[config.mk]
export PLATFORM = sky130hd
export DESIGN_NAME = vme_cmd_sequencer
export DESIGN_NICKNAME = d
export VERILOG_FILES = /design/src/rtl/vme_cmd_sequencer.sv
export SDC_FILE = /design/constraint.sdc
export NUM_CORES = 2
export LEC_CHECK = 0
export ABC_AREA = 0
export BUFFER_PORTS_ARGS = -buffer_cell sky130_fd_sc_hd__buf_2
export CAP_MARGIN = 25
export CELL_PAD_IN_SITES_DETAIL_PLACEMENT = 1
export CELL_PAD_IN_SITES_GLOBAL_PLACEMENT = 1
export CORE_ASPECT_RATIO = 1.25
export CORE_UTILIZATION = 55
export CTS_BUF_LIST = sky130_fd_sc_hd__clkbuf_2
export CTS_CLUSTER_DIAMETER = 100
export DETAILED_ROUTE_END_ITERATION = 7
export PLACE_DENSITY_LB_ADDON = 0.08
export REMOVE_ABC_BUFFERS = 1
export SKIP_CTS_REPAIR_TIMING = 1
export SLEW_MARGIN = 10
export SYNTH_ARGS = -nofsm -noshare
export SYNTH_HDL_FRONTEND = slang
export SYNTH_SLANG_ARGS = --single-unit
[constraint.sdc]
create_clock -name clk -period 5.1 [get_ports clk]
set_clock_uncertainty 0.2 [all_clocks]
set_input_delay 0.51 -clock clk [delete_from_list [all_inputs] [get_ports clk]]
set_output_delay 0.51 -clock clk [all_outputs]
set_load 0.05 [all_outputs]
[src/rtl/vme_cmd_sequencer.sv]
// rtl/vme_cmd_sequencer.sv - VME command program player with timeout detection and result FIFO
module vme_cmd_sequencer #(
  parameter int          DATA_W    = 16,
  parameter int          CMD_W     = 16,
  parameter int          DEPTH     = 64,
  parameter int          RES_DEPTH = 16,
  parameter logic [31:0] MASK      = 32'h00a80000,
  parameter int          TIMEOUT   = 1023
) (
  input  logic                       clk,
  input  logic                       rst_n,
  input  logic                       load_en,
  input  logic [$clog2(DEPTH)-1:0]   load_addr,
  input  logic [1:0]                 load_op,
  input  logic [CMD_W-1:0]           load_cmd,
  input  logic [DATA_W-1:0]          load_data,
  input  logic                       go,
  input  logic [$clog2(DEPTH):0]     num_cmds,
  input  logic                       vme_cmd_rd,
  input  logic                       vme_dat_wr,
  input  logic [31:0]                vme_dat_reg_out,
  output logic                       start,
  output logic [31:0]                vme_cmd_reg,
  output logic [31:0]                vme_dat_reg_in,
  input  logic                       res_rd,
  output logic                       res_valid,
  output logic [1:0]                 res_op,
  output logic [CMD_W-1:0]           res_cmd,
  output logic [DATA_W-1:0]          res_data,
  output logic                       res_err,
  output logic                       busy,
  output logic                       done,
  output logic                       timeout_err
);

  localparam int AW = $clog2(DEPTH);
  localparam int RW = $clog2(RES_DEPTH);
  localparam int EW = 2 + CMD_W + DATA_W + 1;

  localparam logic [1:0] OP_NOP   = 2'b00;
  localparam logic [1:0] OP_READ  = 2'b10;
  localparam logic [1:0] OP_WAIT  = 2'b11;

  typedef enum logic [2:0] {
    S_IDLE, S_FETCH, S_DECODE, S_ISSUE, S_WAIT_RESP, S_WAIT_CNT, S_NEXT, S_DONE
  } state_t;

  state_t r_state, w_next;

  logic [1:0]        r_mem_op   [DEPTH];
  logic [CMD_W-1:0]  r_mem_cmd  [DEPTH];
  logic [DATA_W-1:0] r_mem_data [DEPTH];

  logic [1:0]        r_op;
  logic [CMD_W-1:0]  r_cmd;
  logic [DATA_W-1:0] r_data;
  logic [AW:0]       r_pc, r_num;
  logic [31:0]       r_cnt;
  logic              r_timeout_err;

  logic [EW-1:0]     r_fifo [RES_DEPTH];
  logic [RW:0]       r_wr_ptr, r_rd_ptr;

  logic              w_busy, w_full, w_empty, w_pop;
  logic              w_resp, w_tmo, w_push, w_issue, w_cnt_done;
  logic [AW:0]       w_pc_inc;
  logic [RW:0]       w_count;
  logic [DATA_W-1:0] w_push_data;
  logic [EW-1:0]     w_entry, w_head;
  logic              w_unused;

  assign w_busy     = (r_state != S_IDLE);
  assign w_pc_inc   = r_pc + 1'b1;
  assign w_count    = r_wr_ptr - r_rd_ptr;
  assign w_full     = (w_count == (RW+1)'(RES_DEPTH));
  assign w_empty    = (r_wr_ptr == r_rd_ptr);
  assign w_pop      = res_rd && !w_empty;
  // A response arriving on the final timeout cycle wins over the timeout.
  assign w_resp     = (r_state == S_WAIT_RESP) && vme_dat_wr;
  assign w_tmo      = (r_state == S_WAIT_RESP) && !vme_dat_wr && (r_cnt == 32'(TIMEOUT - 1));
  assign w_push     = w_resp || w_tmo;
  assign w_issue    = (r_state == S_ISSUE) && vme_cmd_rd && !w_full;
  assign w_cnt_done = (r_cnt == 32'(r_data));
  assign w_unused   = ^vme_dat_reg_out;

  always_ff @(posedge clk) begin
    if (load_en && !w_busy) begin
      r_mem_op[load_addr]   <= load_op;
      r_mem_cmd[load_addr]  <= load_cmd;
      r_mem_data[load_addr] <= load_data;
    end
  end

  always_ff @(posedge clk) begin
    if (!rst_n) r_state <= S_IDLE;
    else        r_state <= w_next;
  end

  always_comb begin
    w_next = r_state;
    case (r_state)
      S_IDLE:      if (go) w_next = (num_cmds == '0) ? S_DONE : S_FETCH;
      S_FETCH:     w_next = S_DECODE;
      S_DECODE: begin
        if (r_op == OP_NOP)       w_next = S_NEXT;
        else if (r_op == OP_WAIT) w_next = S_WAIT_CNT;
        else                      w_next = S_ISSUE;
      end
      S_ISSUE:     if (w_issue) w_next = S_WAIT_RESP;
      S_WAIT_RESP: if (w_push) w_next = S_NEXT;
      S_WAIT_CNT:  if (w_cnt_done) w_next = S_NEXT;
      S_NEXT:      w_next = (w_pc_inc == r_num) ? S_DONE : S_FETCH;
      S_DONE:      w_next = S_IDLE;
      default:     w_next = S_IDLE;
    endcase
  end

  always_comb begin
    start          = w_issue;
    vme_cmd_reg    = MASK;
    vme_dat_reg_in = '0;
    if (w_issue) begin
      vme_cmd_reg    = MASK | 32'(r_cmd) | ((r_op == OP_READ) ? 32'h0200_0000 : 32'h0100_0000);
      vme_dat_reg_in = 32'(r_data);
    end
    busy = w_busy;
    done = (r_state == S_DONE);
  end

  // r_cnt restarts on every state change, so it counts cycles spent in the current state.
  always_ff @(posedge clk) begin
    if (!rst_n) begin
      r_pc          <= '0;
      r_num         <= '0;
      r_cnt         <= '0;
      r_op          <= '0;
      r_cmd         <= '0;
      r_data        <= '0;
      r_timeout_err <= 1'b0;
    end else begin
      if (r_state != w_next) r_cnt <= '0;
      else                   r_cnt <= r_cnt + 1'b1;
      if (r_state == S_IDLE && go) begin
        r_num         <= num_cmds;
        r_pc          <= '0;
        r_timeout_err <= 1'b0;
      end
      if (r_state == S_FETCH) begin
        r_op   <= r_mem_op[r_pc[AW-1:0]];
        r_cmd  <= r_mem_cmd[r_pc[AW-1:0]];
        r_data <= r_mem_data[r_pc[AW-1:0]];
      end
      if (r_state == S_NEXT) r_pc <= w_pc_inc;
      if (w_tmo) r_timeout_err <= 1'b1;
    end
  end

  assign w_push_data = !w_resp ? '0 : (r_op == OP_READ) ? vme_dat_reg_out[DATA_W-1:0] : r_data;
  assign w_entry     = {r_op, r_cmd, w_push_data, !w_resp};

  always_ff @(posedge clk) begin
    if (w_push) r_fifo[r_wr_ptr[RW-1:0]] <= w_entry;
  end

  always_ff @(posedge clk) begin
    if (!rst_n) begin
      r_wr_ptr <= '0;
      r_rd_ptr <= '0;
    end else begin
      if (w_push) r_wr_ptr <= r_wr_ptr + 1'b1;
      if (w_pop)  r_rd_ptr <= r_rd_ptr + 1'b1;
    end
  end

  assign w_head      = r_fifo[r_rd_ptr[RW-1:0]];
  assign res_valid   = !w_empty;
  assign res_op      = w_head[EW-1 -: 2];
  assign res_cmd     = w_head[EW-3 -: CMD_W];
  assign res_data    = w_head[DATA_W:1];
  assign res_err     = w_head[0];
  assign timeout_err = r_timeout_err;

endmodule
==> impl_metrics.py <==
metrics = {
    "yosys": {
        "netlist.area_leader.share": 0.7547,
        "synth.ff_latch_count": 2834,
        "synthCells": 4647,
        "synthDistinctLibCells": 47,
        "ys.warnings.count": 0,
        "synth_top_flop_cell": "edfxtp_1",
        "syn-cell-area_mm2": 0.1089,
        "synthDominantAreaCellType": "edfxtp_1",
        "ys_top_cells_by_count": "edfxtp_1 (2736), mux4_2 (855), nor2_1 (143), clkbuf_1 (133), dfxtp_1 (98)",
        "yosysMostFrequentCell": "edfxtp_1",
        "post_synth.cell_area_avg_um2": 23.43,
        "synth-seq-area-share": 0.7727,
        "synth_edf_count": 2736,
        "post_synth_main_area_contributors": "edfxtp_1 (75%), mux4_2 (18%), dfxtp_1 (1.8%), mux2i_1 (0.80%), nor2_1 (0.49%)",
        "share_of_async_settable_or_async_resettable_flops_after_synthesis": 0,
    },
    "worst_setup_path": {
        "path_common_cell": "dlygate4sd3_1",
        "timing.critical_path.fanout_max": 9,
        "startpoint_type": "flop",
        "critical_path.n_buffers_inverters": 5,
        "timing.critical_path.cells": "nor3_2 > buf_4 > and3_1 > nand3_1 > dlygate4sd3_1 > buf_4 > dlygate4sd3_1 > nor2_4 > dlygate4sd3_1",
        "cp-end-kind": "flop",
        "cpMaxStageDelayCell": "dlygate4sd3_1",
        "reg2reg_slack_ns": 0.23,
        "timing.critical_path.depth": 9,
        "worst_r2r_path_depth": 9,
        "worst_path_dominant_cell_family": "buffers and inverters",
        "crit_arrival_ns": 6.07,
        "crit_path_max_incr_delay_ns": 1.09,
        "critical_path.reg2reg.startpoint": "r_state[1]$_SDFF_PN0_",
        "reg2reg_to": "r_mem_cmd[47][14]$_DFFE_PP_",
        "worst_ep_required_time_ns": 6.29,
        "timing.setup.critical_path_class": "reg2reg",
    },
    "layout": {
        "utilization": 0.6274,
        "fin_area_mm2": 0.1234,
        "layout-area-overhead-vs-synth_pct": 13.39,
        "nFillCells": 16431,
        "multi_input_area_mm2": 0.02420,
        "nets": 5728,
        "seqCellArea_mm2": 0.08417,
        "layout-drive-gt1-share": 0.3908,
        "post_layout_nonfiller_instances": 8719,
    },
    "drt": {
        "wirelength_met1_um": 107200,
        "postRouteAntennaNets": 0,
        "finalWirelength_um": 276600,
        "wl_met2_um": 147400,
        "uppermost_layer_routed": "met4",
        "wl_per_cell_um": 31.73,
        "num_vias": 53396,
        "met3_length_um": 16650,
        "detail_route.drc_violations": 0,
        "via_per_inst": 6.124,
        "dr.first_iter.drc_count": 4889,
        "detailedRoute.firstPassIterationCount": 8,
    },
    "sta": {
        "setup_violations": 0,
        "final_hold_slack_ns": 0.1384,
        "final.min_clock_period_ns": 4.874,
        "final-max-slew-violation-count": 0,
        "rsz0062_at_grt": "yes",
        "post-route-period-util": 0.9558,
        "worstMarginPinSlew_ns": 1.236,
        "slew_headroom": 0.1762,
        "timing.fmax_mhz": 205.2,
        "finalHoldViolations": 0,
    },
    "clocking": {
        "cts_root_buffer": "clkbuf_2",
        "tritoncts_clock_tree": "yes",
        "tritoncts_num_sinks": 2834,
        "max_root_sink_buffers": 4,
        "clkTransAtPathRegs_ns": 0.11,
        "cts_htree_levels": 6,
        "cts_made_buffers": 673,
        "clock_latency_ns": 1.84,
    },
    "grt": {
        "grt_antenna_before_repair": 8,
        "groute.usage.overall": 0.2734,
        "first_pass_grt_wire_length_um": 386800,
        "vias_in_the_first_global_route": 56194,
        "grt_overflow": 0,
        "grt_max_degree": 121,
    },
    "die": {
        "die_w_um": 399.9,
        "ios": 190,
        "start_util": 0.5533,
        "placeableCoreArea_mm2": 0.1967,
        "die_h_um": 499.4,
        "floorplan_row_count": 182,
        "design.die.area_mm2": 0.1997,
    },
    "placement": {
        "placed_instance_area_mm2": 0.1142,
        "io_buffer_count": 143,
        "place.detailed.instances": 7287,
        "finalWeightedCongestion": 0.7586,
        "place_hpwl_um": 148200,
    },
    "status": {
        "status": "complete, no violations",
    },
    "run": {
        "cap_viol_max_count": 0,
    },
    "worst_hold_path": {
        "timing.hold.worst_endpoint": "r_mem_data[31][2]$_DFFE_PP_",
        "hold_path.startpoint": "load_data[2]",
        "min_path_type": "in2reg",
        "min_path_cells": 3,
    },
    "pwr": {
        "pwr_density_cell_mw_per_mm2": 357.0,
        "total_power_mw": 44.07,
        "leakage_dissipation_nw": 38.62,
        "vdd_ir_drop_max_mv": 0.2219,
    },
}
layer usage:
layer | up-vias | track usage
li1 | 22099 | -
met1 | 28816 | 0.3580
met2 | 2089 | 0.4757
met3 | 392 | 0.04872
met4 | 0 | 0.06828
met5 | - | 0
layout make-up:
type	instances	area share
Antenna cell	7	0.0001419
Clock buffer	993	0.04026
Clock inverter	191	0.009264
Inverter	19	0.0005777
Multi-Input combinational cell	1548	0.1961
Sequential cell	2834	0.6819
Tap cell	2576	0.02611
Timing Repair Buffer	551	0.04571
stage by stage:
step,setup TNS (ns),setup slack [ns]
final,0,0.2256
after global routing,-1.165,-0.05647
after CTS,-41.92,-0.9713
after detailed placement,0,1.151
after global placement,0,1.214
after floorplan,-1580.06,-20.74
cells by family (layout without fill, tap and decap cells):
group	count (synthesis)	after routing	synth area share
AO/OA/AOI/OAI	114	114	0.005908
buffers and inverters	296	1754	0.01240
multiplexers	942	942	0.1849
adder cells (fa/ha/maj)	15	15	0.001724
XOR/XNOR	64	64	0.005149
other	2	37	0.00006899
AND/OR/NAND/NOR	380	383	0.01714
flip-flops	2834	2834	0.7727
report_power, final:
group / internal (mW) / leakage (nW) / switching, mW
logic: 1.23 / 8.66 / 2.00
registers: 25.8 / 25.3 / 0.313
clock network: 5.92 / 4.69 / 8.79
worst register-to-register path, stage by stage, from the launching register on:
cell	delay (ns)
dfxtp_1	0.43
nor3_2	0.34
buf_4	0.27
and3_1	0.26
nand3_1	0.10
dlygate4sd3_1	0.58
buf_4	0.20
dlygate4sd3_1	0.76
nor2_4	0.23
dlygate4sd3_1	1.09
sequential cells by signal, indices dropped and copies added, names as in the netlist, named ones only:
name,count
r_cnt,32
r_data,16
r_fifo,560
r_state,3
r_num,7
r_cmd,16
r_rd_ptr,5
r_mem_data,1024
timeout_err,1
r_wr_ptr,5
r_op,2
r_mem_cmd,1024
r_pc,7
r_mem_op,128
layout by cell type (no fill, tap or decap), types with 13 or more instances in the layout:
master         synthesis  layout
clkbuf_2               2     993
and2_1                47      41
inv_2                  1      13
nor2_4                 0      76
a21boi_0              14      14
nand2_1               54      54
buf_12                 0      88
edfxtp_1            2736    2736
clkinv_1               0     143
bufinv_16              0      15
o21ai_1               34      34
nand3_1               25      25
xor2_1                42      42
mux4_2               855     855
xnor2_1               22      22
mux2i_1               87      85
clkinv_2               0      23
nor4_1                43      43
dfxtp_1               98      83
dlygate4sd3_1          0     171
a21oi_1               42      42
buf_2                 75     124
nor2_1               143      67
nand4_1               14      14
buf_6                  4      18
buf_4                 30     136
conb_1                 2      30
inv_1                 18      15
how the worst max path moves through the flow:
stage,start,endpoint,slack [ns]
2_1_floorplan,r_pc[0]$_SDFFE_PN0P_,r_cnt[10]$_SDFF_PP0_,-20.74
3_3_place_gp,r_wr_ptr[3]$_SDFFE_PN0P_,vme_cmd_reg[13],1.21
5_1_grt,r_wr_ptr[0]$_SDFFE_PN0P_,vme_cmd_reg[13],-0.06
3_5_place_dp,r_wr_ptr[2]$_SDFFE_PN0P_,vme_cmd_reg[0],1.15
6_report,r_state[1]$_SDFF_PN0_,r_mem_cmd[47][14]$_DFFE_PP_,0.23
4_1_cts,r_wr_ptr[2]$_SDFFE_PN0P_,vme_cmd_reg[0],-0.97
(Power assumes the default switching activity.)
